==> config.mk <==
export PLATFORM = sky130hd
export DESIGN_NAME = pulse_gate_counter
export DESIGN_NICKNAME = d
export VERILOG_FILES = /design/src/rtl/pulse_gate_counter.sv
export SDC_FILE = /design/constraint.sdc
export NUM_CORES = 1
export LEC_CHECK = 0
export ABC_AREA = 1
export BUFFER_PORTS_ARGS = -buffer_cell sky130_fd_sc_hd__buf_2
export CORE_ASPECT_RATIO = 1.25
export CORE_MARGIN = 3
export CORE_UTILIZATION = 59
export DETAILED_ROUTE_END_ITERATION = 8
export PLACE_DENSITY_LB_ADDON = 0.08
export SYNTH_ARGS = -nofsm -noshare
export SYNTH_HDL_FRONTEND = slang
export SYNTH_SLANG_ARGS = --single-unit
==> constraint.sdc <==
create_clock -name clk_in -period 2.15 [get_ports clk_in]
set_input_delay 0.3225 -clock clk_in [delete_from_list [all_inputs] [get_ports clk_in]]
set_output_delay 0.3225 -clock clk_in [all_outputs]
set_load 0.005 [all_outputs]
==> src/rtl/pulse_gate_counter.sv <==
// Gated pulse counter: counts detector pulses over GATE_TICKS edges of the 5 ms
// timebase and hands each finished gate count to the reader with a valid/ack pair.
module pulse_gate_counter #(
  parameter int unsigned GATE_TICKS = 200,
  parameter int unsigned CNT_WIDTH  = 24
) (
  input  logic                 clk_in,
  input  logic                 reset,
  input  logic                 enable,
  input  logic                 clk_5ms,
  input  logic                 pulse_in,
  input  logic                 rd_ack,
  output logic [CNT_WIDTH-1:0] count_out,
  output logic                 count_valid,
  output logic                 overflow,
  output logic                 data_lost,
  output logic                 busy,
  output logic                 state_dbg
);

  typedef enum logic {
    S_IDLE  = 1'b0,
    S_COUNT = 1'b1
  } state_e;

  localparam logic [15:0]          LAST_TICK = 16'(GATE_TICKS - 1);
  localparam logic [CNT_WIDTH-1:0] CNT_ONE   = CNT_WIDTH'(1);

  state_e               state_q, state_d;
  logic [2:0]           tb_sync_q, pl_sync_q;
  logic                 tick, pulse_evt, gate_close;
  logic [CNT_WIDTH-1:0] acc_q, acc_d, acc_evt;
  logic                 sat_q, sat_d, sat_evt;
  logic [15:0]          tick_cnt_q, tick_cnt_d;
  logic [CNT_WIDTH-1:0] count_q, count_d;
  logic                 valid_q, valid_d;
  logic                 ovf_q, ovf_d;
  logic                 lost_q, lost_d;

  // Two flops resynchronise, the third gives the previous level for edge detection.
  always_ff @(posedge clk_in) begin
    if (reset) begin
      tb_sync_q <= '0;
      pl_sync_q <= '0;
    end else begin
      tb_sync_q <= {tb_sync_q[1:0], clk_5ms};
      pl_sync_q <= {pl_sync_q[1:0], pulse_in};
    end
  end

  assign tick      = tb_sync_q[1] ^ tb_sync_q[2];
  assign pulse_evt = pl_sync_q[1] & ~pl_sync_q[2];

  // FSM: state register
  always_ff @(posedge clk_in) begin
    if (reset) state_q <= S_IDLE;
    else       state_q <= state_d;
  end

  // FSM: next state
  always_comb begin
    state_d = state_q;
    case (state_q)
      S_IDLE:  if (enable && tick) state_d = S_COUNT;
      S_COUNT: if (!enable)        state_d = S_IDLE;
      default: state_d = S_IDLE;
    endcase
  end

  // FSM: outputs
  always_comb begin
    busy      = (state_q == S_COUNT);
    state_dbg = state_q;
  end

  assign gate_close = (state_q == S_COUNT) && enable && tick && (tick_cnt_q == LAST_TICK);

  // A pulse arriving with the closing tick belongs to the gate being closed.
  always_comb begin
    acc_evt = acc_q;
    if (pulse_evt && !(&acc_q)) acc_evt = acc_q + CNT_ONE;
    sat_evt = sat_q | (&acc_evt);
  end

  // Handshake: count_valid rises when a gate is latched and stays high until a
  // cycle with rd_ack=1; rd_ack while count_valid=0 has no effect, and a latch
  // in the same cycle as rd_ack wins, leaving count_valid high with fresh data.
  always_comb begin
    acc_d      = acc_q;
    sat_d      = sat_q;
    tick_cnt_d = tick_cnt_q;
    count_d    = count_q;
    valid_d    = valid_q;
    ovf_d      = ovf_q;
    lost_d     = lost_q;
    if (rd_ack && valid_q) valid_d = 1'b0;
    if (state_q == S_COUNT && enable) begin
      acc_d = acc_evt;
      sat_d = sat_evt;
      if (tick) tick_cnt_d = tick_cnt_q + 16'd1;
      if (gate_close) begin
        count_d    = acc_evt;
        ovf_d      = sat_evt;
        valid_d    = 1'b1;
        if (valid_q && !rd_ack) lost_d = 1'b1;
        acc_d      = '0;
        sat_d      = 1'b0;
        tick_cnt_d = '0;
      end
    end else begin
      acc_d      = '0;
      sat_d      = 1'b0;
      tick_cnt_d = '0;
    end
  end

  always_ff @(posedge clk_in) begin
    if (reset) begin
      acc_q      <= '0;
      sat_q      <= 1'b0;
      tick_cnt_q <= '0;
      count_q    <= '0;
      valid_q    <= 1'b0;
      ovf_q      <= 1'b0;
      lost_q     <= 1'b0;
    end else begin
      acc_q      <= acc_d;
      sat_q      <= sat_d;
      tick_cnt_q <= tick_cnt_d;
      count_q    <= count_d;
      valid_q    <= valid_d;
      ovf_q      <= ovf_d;
      lost_q     <= lost_d;
    end
  end

  assign count_out   = count_q;
  assign count_valid = valid_q;
  assign overflow    = ovf_q;
  assign data_lost   = lost_q;

endmodule

==> results.md <==
* Vias per inst at just over 5
* Vias at 3464
* GR Overflow Total at 0
* Dpl cell area at 3870 µm²
* Slew @ Worst Pin at slightly above 0.5 ns
* CTS Root Cell: clkbuf_8
* Clk sinks at 75
* EDFF count, synth at 0
* Cell family with most CP delay: simple AND/OR/NAND/NOR gates
* Gr usage total at 23.9%
* First-pass detailed-route iteration total at 5
* H-tree depth at 3
* Initial drt markers at 227
* Most common cell after layout, fill and taps aside: nand2_1
* Cts hold-fix bufs at 0
* Final WL at about 8.5 mm
* YS warnings at 0
* Design Area, Final at 4290 µm²
* Status: finished, final reports clean
* Slew Limit Fails at 0
* Area of the core at 5900 µm²
* Skew-Pair Late Insertion Delay at 0.35 ns
* IO Count at 35
* Clock Skew at 0.00841 ns
* Initial antenna violation count at 0
* # DRC at 0
* Most frequent cells in the layout: 138 x nand2_1, 83 x inv_1, 71 x dfxtp_1
* Max FO, Critical Path at 11
* Hold Startpoint: clk_5ms
* FF-to-FF path depth at 17
* CP peak stage delay at 0.46 ns
* Area of the mapped netlist at 3630 µm²
* Mapped Cells at between 500 and 600
* Max Buffers Root-to-Sink at 2
* Setup Crit Path Kind: register to register
* FP Rows at 31
* Final Critical Period at 2.07 ns
* HP Class: primary input to register
* Synth unique cells at 34
* Clock slew seen by the registers of the worst setup and hold paths at roughly 0.08 ns
* Filler cell count in the final layout at 488
* Arrival time at the worst endpoint at 2.36 ns
* Initial Util at between 60 and 70%
* Die height at 93.7 µm
* TritonCTS clock tree: yes
* Reg-to-reg endpoint: overflow$_SDFFE_PP0P_
* Vias in the first global route at 3134
* Area Growth Syn to Fin at 18.2%
* Post-DP HPWL at a little under 6 mm
* Sequential share of the synthesized area at 41.4%
* Nets at ~590
* Slowest cell on crit path: dfxtp_1
* Die width at 76.2 µm
* CTS Buf Count at 9
* Most Frequent Cell on Critical Path: nand2_1
* Worst reg-to-reg setup slack at roughly 0.084 ns
* Max Clock Freq at 0.484 GHz
* Post-synth ARST share at 0%
* WP data required at around 2.5 ns
* DRT antenna net count at 0
* Synthesized area per cell at between 6 and 7 µm²
* Largest net degree at the start of global routing at 53
* Worst Setup End Kind: register
* Maximum vdd drop at 0.000552 V
* Synthesized Nets at 548
* IO buf count at 34
* Layout cell share with drive strength beyond 1 at 19.1%
* DR WL/cell at roughly 13 µm
* Gpl congestion at 0.913
* Placed Cells at 646
* Hold depth at 3
* Fin crit share at 96.1%
* Crit start category: register
* Crit-path cells: nand2_1, nor2_2, nand2_1, nor2_4, nand2_4, buf_4, nand2_1, nand2_1, nand2_1, nand2_1, nor2_1, nand2_1, nor2_1, nand2_1, nand3_1, nand2_1, inv_1
* Rel. slew slack at 65.4%
* Setup-failing EPs final at 0
* ANT cells at 0
* Tot Pwr at 0.00263 W
* Hold EP: tb_sync_q[0]$_SDFF_PP0_
* First-pass GRT wire length at 13.7 mm
* Static Leak at around 1.8 nW
* Non-Filler Instances at 673
* Pwr/cell area at around 610 nW/µm²
* Flop and latch count out of synthesis at 75
* Reg2reg start: acc_q[12]$_SDFF_PP0_
* Ys flop type: dfxtp_1
* Critical path buffers and inverters at 2
* CP startpoint: acc_q[12]$_SDFF_PP0_
* Hold Fails Final Rpt at 0
* Die footprint at a little over 7000 µm²
* Max Cap Violations at 0
==> synth_stat cells (3+ instances only) <==
| library cell | count | area, µm² |
|---|---|---|
| inv_1 | 84 | 315 |
| buf_2 | 4 | 20.0 |
| nand2_1 | 140 | 526 |
| nor3b_1 | 3 | 22.5 |
| o21ai_0 | 12 | 60.1 |
| inv_2 | 3 | 11.3 |
| nand3b_1 | 7 | 52.6 |
| nor2_2 | 7 | 43.8 |
| nor3_1 | 10 | 50.1 |
| nand4_1 | 14 | 87.6 |
| buf_6 | 3 | 33.8 |
| nor2_1 | 72 | 270 |
| nand3_1 | 24 | 120 |
| nand2_2 | 7 | 43.8 |
| o211ai_1 | 15 | 113 |
| a21oi_1 | 25 | 125 |
| clkinv_1 | 5 | 18.8 |
| dfxtp_1 | 75 | 1500 |
| o21a_1 | 4 | 30.0 |
| clkbuf_1 | 6 | 22.5 |
==> cell type report <==
| class | instances | area (µm²) | area share, % |
|---|---|---|---|
| clock inverter | 6 | 88.8 | 2.07 |
| sequential | 75 | 1510 | 35.1 |
| timing repair buffer | 49 | 320 | 7.47 |
| inverter | 92 | 345 | 8.05 |
| multi-input combinational | 359 | 1800 | 41.9 |
| clock buffer | 10 | 128 | 2.97 |
| tap | 82 | 103 | 2.39 |
==> state kept, by name (all words and copies together) (netlist names) <==
name and count:
data_lost 1, sat_q 1, acc_q 24, tick_cnt_q 16, count_valid 1, overflow 1, tb_sync_q 3, count_out 24
pl_sync_q 3, busy 1
==> tightest hold or removal path: stages <==
cell and delay, ns:
buf_2 0.10, inv_1 0.04, nor2_1 0.03
==> worst max path at each step <==
stage                             to  slack [ns]  cells past startpoint
2_1_floorplan  overflow$_SDFFE_PP0P_        0.39                     18
3_3_place_gp   overflow$_SDFFE_PP0P_        0.16                     16
5_1_grt        overflow$_SDFFE_PP0P_       -0.07                     17
3_5_place_dp   overflow$_SDFFE_PP0P_        0.12                     17
6_report       overflow$_SDFFE_PP0P_        0.08                     17
4_1_cts        overflow$_SDFFE_PP0P_        0.09                     17
==> timing repair <==
| item | CTS | global route |
|---|---|---|
| gates resized for setup | 0 | 30 |
| endpoints found under the setup margin | 0 | 5 |
| buffers inserted | 0 | 9 |
| endpoints found under the hold margin | 0 | 0 |
==> cells by family after synthesis <==
family                   share of synthesized area, %
AND/OR/NAND/NOR                                  36.2
flip-flops                                       41.4
buffers and inverters                            12.1
AO/OA/AOI/OAI                                    9.41
adder cells (fa/ha/maj)                         0.689
XOR/XNOR                                        0.241
==> per-stage QoR <==
stage          TNS [ns]  util [%]  worst slack (ns)  hold slack (ns)
2_1_floorplan         0         -             0.387            0.388
3_3_place_gp          0      65.6             0.162            0.390
3_5_place_dp          0      65.6             0.123            0.410
4_1_cts               0      69.2            0.0947            0.162
5_1_grt          -0.120      72.8           -0.0671            0.173
6_report              0      72.8            0.0843            0.172
==> metal layers <==
layer	global-route usage [%]	vias up	wire, µm
li1	-	1777	-
met1	27.7	1568	3560
met2	42.5	103	4210
met3	5.28	16	500
met4	10.4	0	218
met5	0	-	0
==> power breakdown <==
part           switching, W  total [W]  internal [W]
clock network      0.000543    0.00120      0.000656
registers        0.00000227    0.00139       0.00139
logic             0.0000282  0.0000413     0.0000131
No activity file was read; power rests on OpenSTA's default activity.
